===== src/rtl/noise_pkg.sv =====
// Shared constants and helpers for the noise channel: divisor base table,
// timer width, no-step shift threshold and default parameter values.
package noise_pkg;

  localparam int LFSR_W_DEF    = 15;
  localparam int SHORT_TAP_DEF = 6;
  localparam int VOL_W_DEF     = 4;
  localparam int LEN_W_DEF     = 6;

  // Wide enough for the largest reload, 112 << 15.
  localparam int TIMER_W = 22;

  localparam logic [3:0] NO_STEP_SHIFT = 4'd14;

  typedef enum logic {
    ENV_DOWN = 1'b0,
    ENV_UP   = 1'b1
  } envDir_e;

  // Code 0 is 8; codes 1..7 are 16*code.
  function automatic logic [6:0] divisorBase(input logic [2:0] code);
    divisorBase = (code == 3'd0) ? 7'd8 : {code, 4'b0000};
  endfunction

  function automatic logic [TIMER_W-1:0] timerReload(input logic [2:0] code,
                                                    input logic [3:0] shift);
    timerReload = {{(TIMER_W-7){1'b0}}, divisorBase(code)} << shift;
  endfunction

endpackage


===== src/rtl/lfsr_noise_channel_if.sv =====
// Register/tick bundle between the frame sequencer / register file and a
// noise channel; the channel returns its status and output level.
interface lfsr_noise_channel_if
  import noise_pkg::*;
#(
  parameter int VOL_W = VOL_W_DEF,
  parameter int LEN_W = LEN_W_DEF
);
  logic             len_tick;
  logic             env_tick;
  logic [LEN_W-1:0] len_load;
  logic [VOL_W-1:0] start_vol;
  logic             env_add;
  logic [2:0]       env_period;
  logic [3:0]       clk_shift;
  logic             width_mode;
  logic [2:0]       divisor;
  logic             trigger;
  logic             len_enable;
  logic             active;
  logic [VOL_W-1:0] sample;

  modport master (
    output len_tick, env_tick, len_load, start_vol, env_add, env_period,
           clk_shift, width_mode, divisor, trigger, len_enable,
    input  active, sample
  );

  modport slave (
    input  len_tick, env_tick, len_load, start_vol, env_add, env_period,
           clk_shift, width_mode, divisor, trigger, len_enable,
    output active, sample
  );
endinterface


===== src/rtl/vol_envelope.sv =====
// Volume envelope shared by the square, wave and noise channels: volume
// register, period counter and saturation stop.
module vol_envelope
  import noise_pkg::*;
#(
  parameter int VOL_W = VOL_W_DEF
) (
  input  logic             clk,
  input  logic             rst_n,
  input  logic             trigger,
  input  logic             envTick,
  input  logic [VOL_W-1:0] startVol,
  input  logic             envAdd,
  input  logic [2:0]       envPeriod,
  output logic [VOL_W-1:0] volume
);

  localparam logic [VOL_W-1:0] VOL_MAX = '1;

  envDir_e    dirQ;
  logic [2:0] periodQ;
  logic [2:0] periodCnt;
  logic       stopped;
  logic       atLimit;

  assign atLimit = (dirQ == ENV_UP) ? (volume == VOL_MAX) : (volume == '0);

  // Period and direction are captured per note; a saturated note stays put
  // until the next trigger even if the limit would later be left.
  always_ff @(posedge clk or negedge rst_n) begin
    if (!rst_n) begin
      volume    <= '0;
      periodCnt <= 3'd0;
      periodQ   <= 3'd0;
      dirQ      <= ENV_DOWN;
      stopped   <= 1'b0;
    end else if (trigger) begin
      volume    <= startVol;
      periodCnt <= envPeriod;
      periodQ   <= envPeriod;
      dirQ      <= envDir_e'(envAdd);
      stopped   <= 1'b0;
    end else if (envTick && (periodQ != 3'd0) && !stopped) begin
      if (periodCnt <= 3'd1) begin
        periodCnt <= periodQ;
        if (atLimit) begin
          stopped <= 1'b1;
        end else if (dirQ == ENV_UP) begin
          volume <= volume + VOL_W'(1);
        end else begin
          volume <= volume - VOL_W'(1);
        end
      end else begin
        periodCnt <= periodCnt - 3'd1;
      end
    end
  end

endmodule


===== src/rtl/lfsr_noise_channel.sv =====
// Noise channel: divisor/shift timer clocking a 15/7-bit-mode LFSR, length
// counter and envelope, producing a registered volume-or-zero sample.
module lfsr_noise_channel
  import noise_pkg::*;
#(
  parameter int LFSR_W    = LFSR_W_DEF,
  parameter int SHORT_TAP = SHORT_TAP_DEF,
  parameter int VOL_W     = VOL_W_DEF,
  parameter int LEN_W     = LEN_W_DEF
) (
  input logic                 clk,
  input logic                 rst_n,
  lfsr_noise_channel_if.slave bus
);

  localparam logic [LEN_W:0] LEN_FULL = {1'b1, {LEN_W{1'b0}}};

  logic [LFSR_W-1:0]  sr;
  logic [TIMER_W-1:0] timerCnt;
  logic [LEN_W:0]     lenCnt;
  logic               activeQ;
  logic [VOL_W-1:0]   sampleQ;
  logic [3:0]         shiftQ;
  logic               modeQ;
  logic [VOL_W-1:0]   volume;
  logic               timerExpire;
  logic               lenStep;
  logic               dacOff;

  function automatic logic [LFSR_W-1:0] lfsrNext(input logic [LFSR_W-1:0] s,
                                                 input logic shortMode);
    logic              fb;
    logic [LFSR_W-1:0] n;
    fb = s[0] ^ s[1];
    n  = {fb, s[LFSR_W-1:1]};
    if (shortMode) n[SHORT_TAP] = fb;
    return n;
  endfunction

  assign timerExpire = activeQ && (timerCnt <= TIMER_W'(1));
  assign lenStep     = bus.len_tick && bus.len_enable && (lenCnt != '0);
  assign dacOff      = (bus.start_vol == '0) && !bus.env_add;

  // Shift and mode are sampled at each reload, so the step issued by a reload
  // still uses the settings of the period that just ended.
  always_ff @(posedge clk or negedge rst_n) begin
    if (!rst_n) begin
      sr       <= '1;
      timerCnt <= '0;
      lenCnt   <= '0;
      activeQ  <= 1'b0;
      shiftQ   <= 4'd0;
      modeQ    <= 1'b0;
    end else if (bus.trigger) begin
      sr       <= '1;
      timerCnt <= timerReload(bus.divisor, bus.clk_shift);
      shiftQ   <= bus.clk_shift;
      modeQ    <= bus.width_mode;
      lenCnt   <= LEN_FULL - {1'b0, bus.len_load};
      activeQ  <= !dacOff;
    end else begin
      if (timerExpire) begin
        timerCnt <= timerReload(bus.divisor, bus.clk_shift);
        shiftQ   <= bus.clk_shift;
        modeQ    <= bus.width_mode;
        if (shiftQ < NO_STEP_SHIFT) sr <= lfsrNext(sr, modeQ);
      end else if (activeQ) begin
        timerCnt <= timerCnt - TIMER_W'(1);
      end
      if (lenStep) begin
        lenCnt <= lenCnt - (LEN_W+1)'(1);
        if (lenCnt == (LEN_W+1)'(1)) activeQ <= 1'b0;
      end
    end
  end

  always_ff @(posedge clk or negedge rst_n) begin
    if (!rst_n) begin
      sampleQ <= '0;
    end else begin
      sampleQ <= (activeQ && !sr[0]) ? volume : '0;
    end
  end

  vol_envelope #(.VOL_W(VOL_W)) uEnv (
    .clk      (clk),
    .rst_n    (rst_n),
    .trigger  (bus.trigger),
    .envTick  (bus.env_tick),
    .startVol (bus.start_vol),
    .envAdd   (bus.env_add),
    .envPeriod(bus.env_period),
    .volume   (volume)
  );

  assign bus.active = activeQ;
  assign bus.sample = sampleQ;

endmodule


===== src/flat_wrapper.sv =====
// flat-port wrapper written by rule: the top's interface ports become plain ports
module lfsr_noise_channel_flat import noise_pkg::*;
#(
  parameter int LFSR_W    = LFSR_W_DEF,
  parameter int SHORT_TAP = SHORT_TAP_DEF,
  parameter int VOL_W     = VOL_W_DEF,
  parameter int LEN_W     = LEN_W_DEF
)
  (clk, rst_n, bus_len_tick, bus_env_tick, bus_len_load, bus_start_vol, bus_env_add, bus_env_period, bus_clk_shift, bus_width_mode, bus_divisor, bus_trigger, bus_len_enable, bus_active, bus_sample);
  lfsr_noise_channel_if #(.VOL_W(VOL_W), .LEN_W(LEN_W)) bus_i ();
  input logic clk;
  input logic rst_n;
  input wire logic [$bits(bus_i.len_tick)-1:0] bus_len_tick;
  input wire logic [$bits(bus_i.env_tick)-1:0] bus_env_tick;
  input wire logic [$bits(bus_i.len_load)-1:0] bus_len_load;
  input wire logic [$bits(bus_i.start_vol)-1:0] bus_start_vol;
  input wire logic [$bits(bus_i.env_add)-1:0] bus_env_add;
  input wire logic [$bits(bus_i.env_period)-1:0] bus_env_period;
  input wire logic [$bits(bus_i.clk_shift)-1:0] bus_clk_shift;
  input wire logic [$bits(bus_i.width_mode)-1:0] bus_width_mode;
  input wire logic [$bits(bus_i.divisor)-1:0] bus_divisor;
  input wire logic [$bits(bus_i.trigger)-1:0] bus_trigger;
  input wire logic [$bits(bus_i.len_enable)-1:0] bus_len_enable;
  output wire logic [$bits(bus_i.active)-1:0] bus_active;
  output wire logic [$bits(bus_i.sample)-1:0] bus_sample;
  assign bus_i.len_tick = bus_len_tick;
  assign bus_i.env_tick = bus_env_tick;
  assign bus_i.len_load = bus_len_load;
  assign bus_i.start_vol = bus_start_vol;
  assign bus_i.env_add = bus_env_add;
  assign bus_i.env_period = bus_env_period;
  assign bus_i.clk_shift = bus_clk_shift;
  assign bus_i.width_mode = bus_width_mode;
  assign bus_i.divisor = bus_divisor;
  assign bus_i.trigger = bus_trigger;
  assign bus_i.len_enable = bus_len_enable;
  assign bus_active = bus_i.active;
  assign bus_sample = bus_i.sample;
  lfsr_noise_channel #(.LFSR_W(LFSR_W), .SHORT_TAP(SHORT_TAP), .VOL_W(VOL_W), .LEN_W(LEN_W)) u_core (.clk(clk), .rst_n(rst_n), .bus(bus_i));
endmodule

===== config.mk =====
export PLATFORM = sky130hd
export DESIGN_NAME = lfsr_noise_channel_flat
export DESIGN_NICKNAME = d
export VERILOG_FILES = /design/src/rtl/noise_pkg.sv /design/src/rtl/lfsr_noise_channel_if.sv /design/src/rtl/vol_envelope.sv /design/src/rtl/lfsr_noise_channel.sv /design/src/flat_wrapper.sv
export SDC_FILE = /design/constraint.sdc
export NUM_CORES = 1
export LEC_CHECK = 0
export ABC_AREA = 1
export CELL_PAD_IN_SITES_DETAIL_PLACEMENT = 0
export CELL_PAD_IN_SITES_GLOBAL_PLACEMENT = 1
export CORE_MARGIN = 1
export CORE_UTILIZATION = 43
export DETAILED_ROUTE_END_ITERATION = 12
export MAX_ROUTING_LAYER = met4
export PLACE_DENSITY_LB_ADDON = 0.1
export SYNTH_ARGS = -nofsm -noshare
export SYNTH_HDL_FRONTEND = slang
export SYNTH_SLANG_ARGS = --single-unit

===== constraint.sdc =====
create_clock -name clk -period 1.7 [get_ports clk]
set_input_delay 0.425 -clock clk [delete_from_list [all_inputs] [get_ports clk]]
set_output_delay 0.425 -clock clk [all_outputs]
set_load 0.02 [all_outputs]

==> run metrics <==
setup violators final=0; Worst Path Max Fanout=13; Slew Viols, Final=0; RSZ-0062 raised after global routing=yes; Synth area leaders=dfrtp_1, nand2_1, dfstp_2; die area=10200 sq um; first-pass GRT wire length=18900 um; first-pass detailed-route iteration total=7; Avg Inst Size Synth=7.08 sq um; top_reg_cell synth=dfrtp_1; final wirelength=approximately 11000 um; Clock Sink Count=65; largest net degree at the start of global routing=66; row count=35; worst endpoint data arrival time=1860 ps; wire length per cell=13.8 um; Detail Route Antenna Nets=0; crit-path most repeated cell=nand3_1; Starting Density=between 40% and 50%; synth warn=0; antenna violations before repair=0; syn_nets=roughly 630; detailed-route via count=~4200; post-DP HPWL=8450 um; Crit Path Category=reg2reg; endpoints failing hold=0; measured slew at the worst slew-check pin=367 ps; VDD IR max=0.000646 V; register area share after synthesis=39.0%; Syn Inst Count=595; outcome=finished clean; Core Region=9370 sq um; clock skew=18.7 ps; Die Wd=about 100 um; worst min path class=in2async; final worst path period need=approximately 1600 ps; layout cell share with drive strength beyond 1=about a quarter; Slowest-stage cell, CP=dfrtp_2; # port buffers=32; EDFF count, synth=0; GP Congestion=0.870; critical-path cell list=nor2_4 -> nand3_2 -> nor2_2 -> nand2_1 -> nand2_2 -> nand2_4 -> nand2_8 -> inv_6 -> buf_12 -> nand3_1 -> nand3_1; Die Ht=slightly above 100 um; library cells used by synthesis=36; DR iter-0 viols=roughly 150; Synth top cells by count=nand2_1, nor2_1, nand3_1; Post-route DRC=0; fin nets=732; leading area contributor after synthesis=dfrtp_1; post-synthesis async set-or-reset flop share=100%; area grow syn2layout=33.5%; fmax=615 MHz; clock slew at reported path FFs=80 ps; top-area cell type share of the netlist area=~30%; number of global-route vias before repair=3962; CP Data Required Time=1940 ps; htree depth=3; Total GRT Usage=24.9%; Final period util=95.6%; startpoint class of the critical path=register; Total Power=5.84 mW; clock buffer count from CTS=9; cts hold-fix bufs=0; TritonCTS clock tree=done; GRT overflow=0; CP endpoint kind=register; vias per std cell=around 5.1; clk root buf=clkbuf_8; Finished Cell Area=5630 sq um; Cell Pwr Density=around 1000 nW/um^2; placed cell area=5150 sq um; number of I/O pins=33; Cell Area, Synth=roughly 4200 sq um; relative slew slack=75.6%; Pleak=2.74 nW; #FFs+latches synth=65; count leader, synth=nand2_1; ANT cells=0; clk_lat worst skew=360 ps; clk buf depth=2; peak per-stage delay on the critical path=450 ps; max cap viols=0
[flip-flops by register name, indices dropped and copies added, names as in the netlist]
name / flops
u_core.uEnv.stopped: 1
u_core.uEnv.periodCnt: 3
u_core.lenCnt: 7
u_core.sr: 15
u_core.uEnv.dirQ: 1
u_core.timerCnt: 22
u_core.uEnv.periodQ: 3
u_core.shiftQ: 3
u_core.modeQ: 1
u_core.bus.sample: 4
u_core.bus.active: 1
u_core.uEnv.volume: 4
[routing by layer]
layer	up-vias	share of wire (%)	track usage (%)
met5	-	0	-
met4	0	2.9	11.0
met1	1962	46	31.1
met3	20	3.9	3.74
met2	93	48	39.9
li1	2134	-	-
[stage by stage]
step	instances	setup slack, ps	utilization, %	hold slack [ps]	TNS [ps]
after floorplan	595	78.3	-	129	0
after global placement	804	-232	54.9	452	-5210
after detailed placement	804	-228	54.9	455	-5990
after CTS	822	1.63	58.0	88.5	0
after global routing	827	-30.6	60.0	98.3	-116
final	827	74.9	60.0	65.1	0
[cells by family after synthesis]
logic type,after synthesis,share of synthesized area (%)
simple gates,353,36.7
buf+inv,75,7.27
compound gates,74,10.0
flops,65,39.0
xor+xnor,17,3.53
fa+ha+maj,11,3.44
[timing repair]
item	4_1_cts	5_1_grt
resized for setup	12	49
gates cloned	0	1
endpoints found under the setup margin	30	44
endpoints found under the hold margin	0	0
setup buffers	2	4
pin swaps	3	13
[worst max-delay path: cells and delay by family, from the launching register on]
kind          cells  cell delay, ps
flops             1             450
simple gates      9             870
buf+inv           2             190
[worst paths after layout]
path                                                start                              endpoint  slack, ps  cells after the start
max                        u_core.timerCnt[4]$_DFFE_PN0P_       u_core.timerCnt[11]$_DFFE_PN0P_         70                     11
min                                                 rst_n  u_core.uEnv.periodCnt[2]$_DFFE_PN0P_         70                      2
max reg2reg                u_core.timerCnt[4]$_DFFE_PN0P_       u_core.timerCnt[11]$_DFFE_PN0P_         70                     11
min reg2reg                      u_core.sr[6]$_DFFE_PN1P_              u_core.sr[6]$_DFFE_PN1P_        470                      2
max in group asynchronous                           rst_n             u_core.sr[13]$_DFFE_PN1P_       1280                      2
min in group clk                 u_core.sr[6]$_DFFE_PN1P_              u_core.sr[6]$_DFFE_PN1P_        470                      2
[power breakdown]
part | internal [mW] | switching [mW]
clock | 0.980 | 0.644
combinational | 0.932 | 1.21
sequential | 1.84 | 0.228
[layout make-up]
class	count	area, sq um
fill	914	3740
multi-input combinational	455	2410
sequential	65	1650
timing repair buffer	109	965
inverter	53	204
tap	129	161
clock buffer	10	128
clock inverter	6	114
[cell usage in the layout (no fill, tap or decap), types with 4 or more instances in the layout]
cell type	n
dfrtp_1	48
nand2_1	160
o21ai_2	7
xor2_1	10
nor2_2	10
o21ai_1	13
dlygate4sd2_1	4
ha_1	8
nand3_1	55
nor2_4	8
dfstp_2	15
o21ai_0	31
clkdlybuf4s50_1	26
clkbuf_8	9
nand4_1	17
xnor2_1	7
inv_1	47
a21oi_1	7
nand3_2	4
o211ai_1	7
buf_4	69
nor2_1	66
nand2_2	17
a31oi_1	7
No activity file was read; power rests on OpenSTA's default activity.
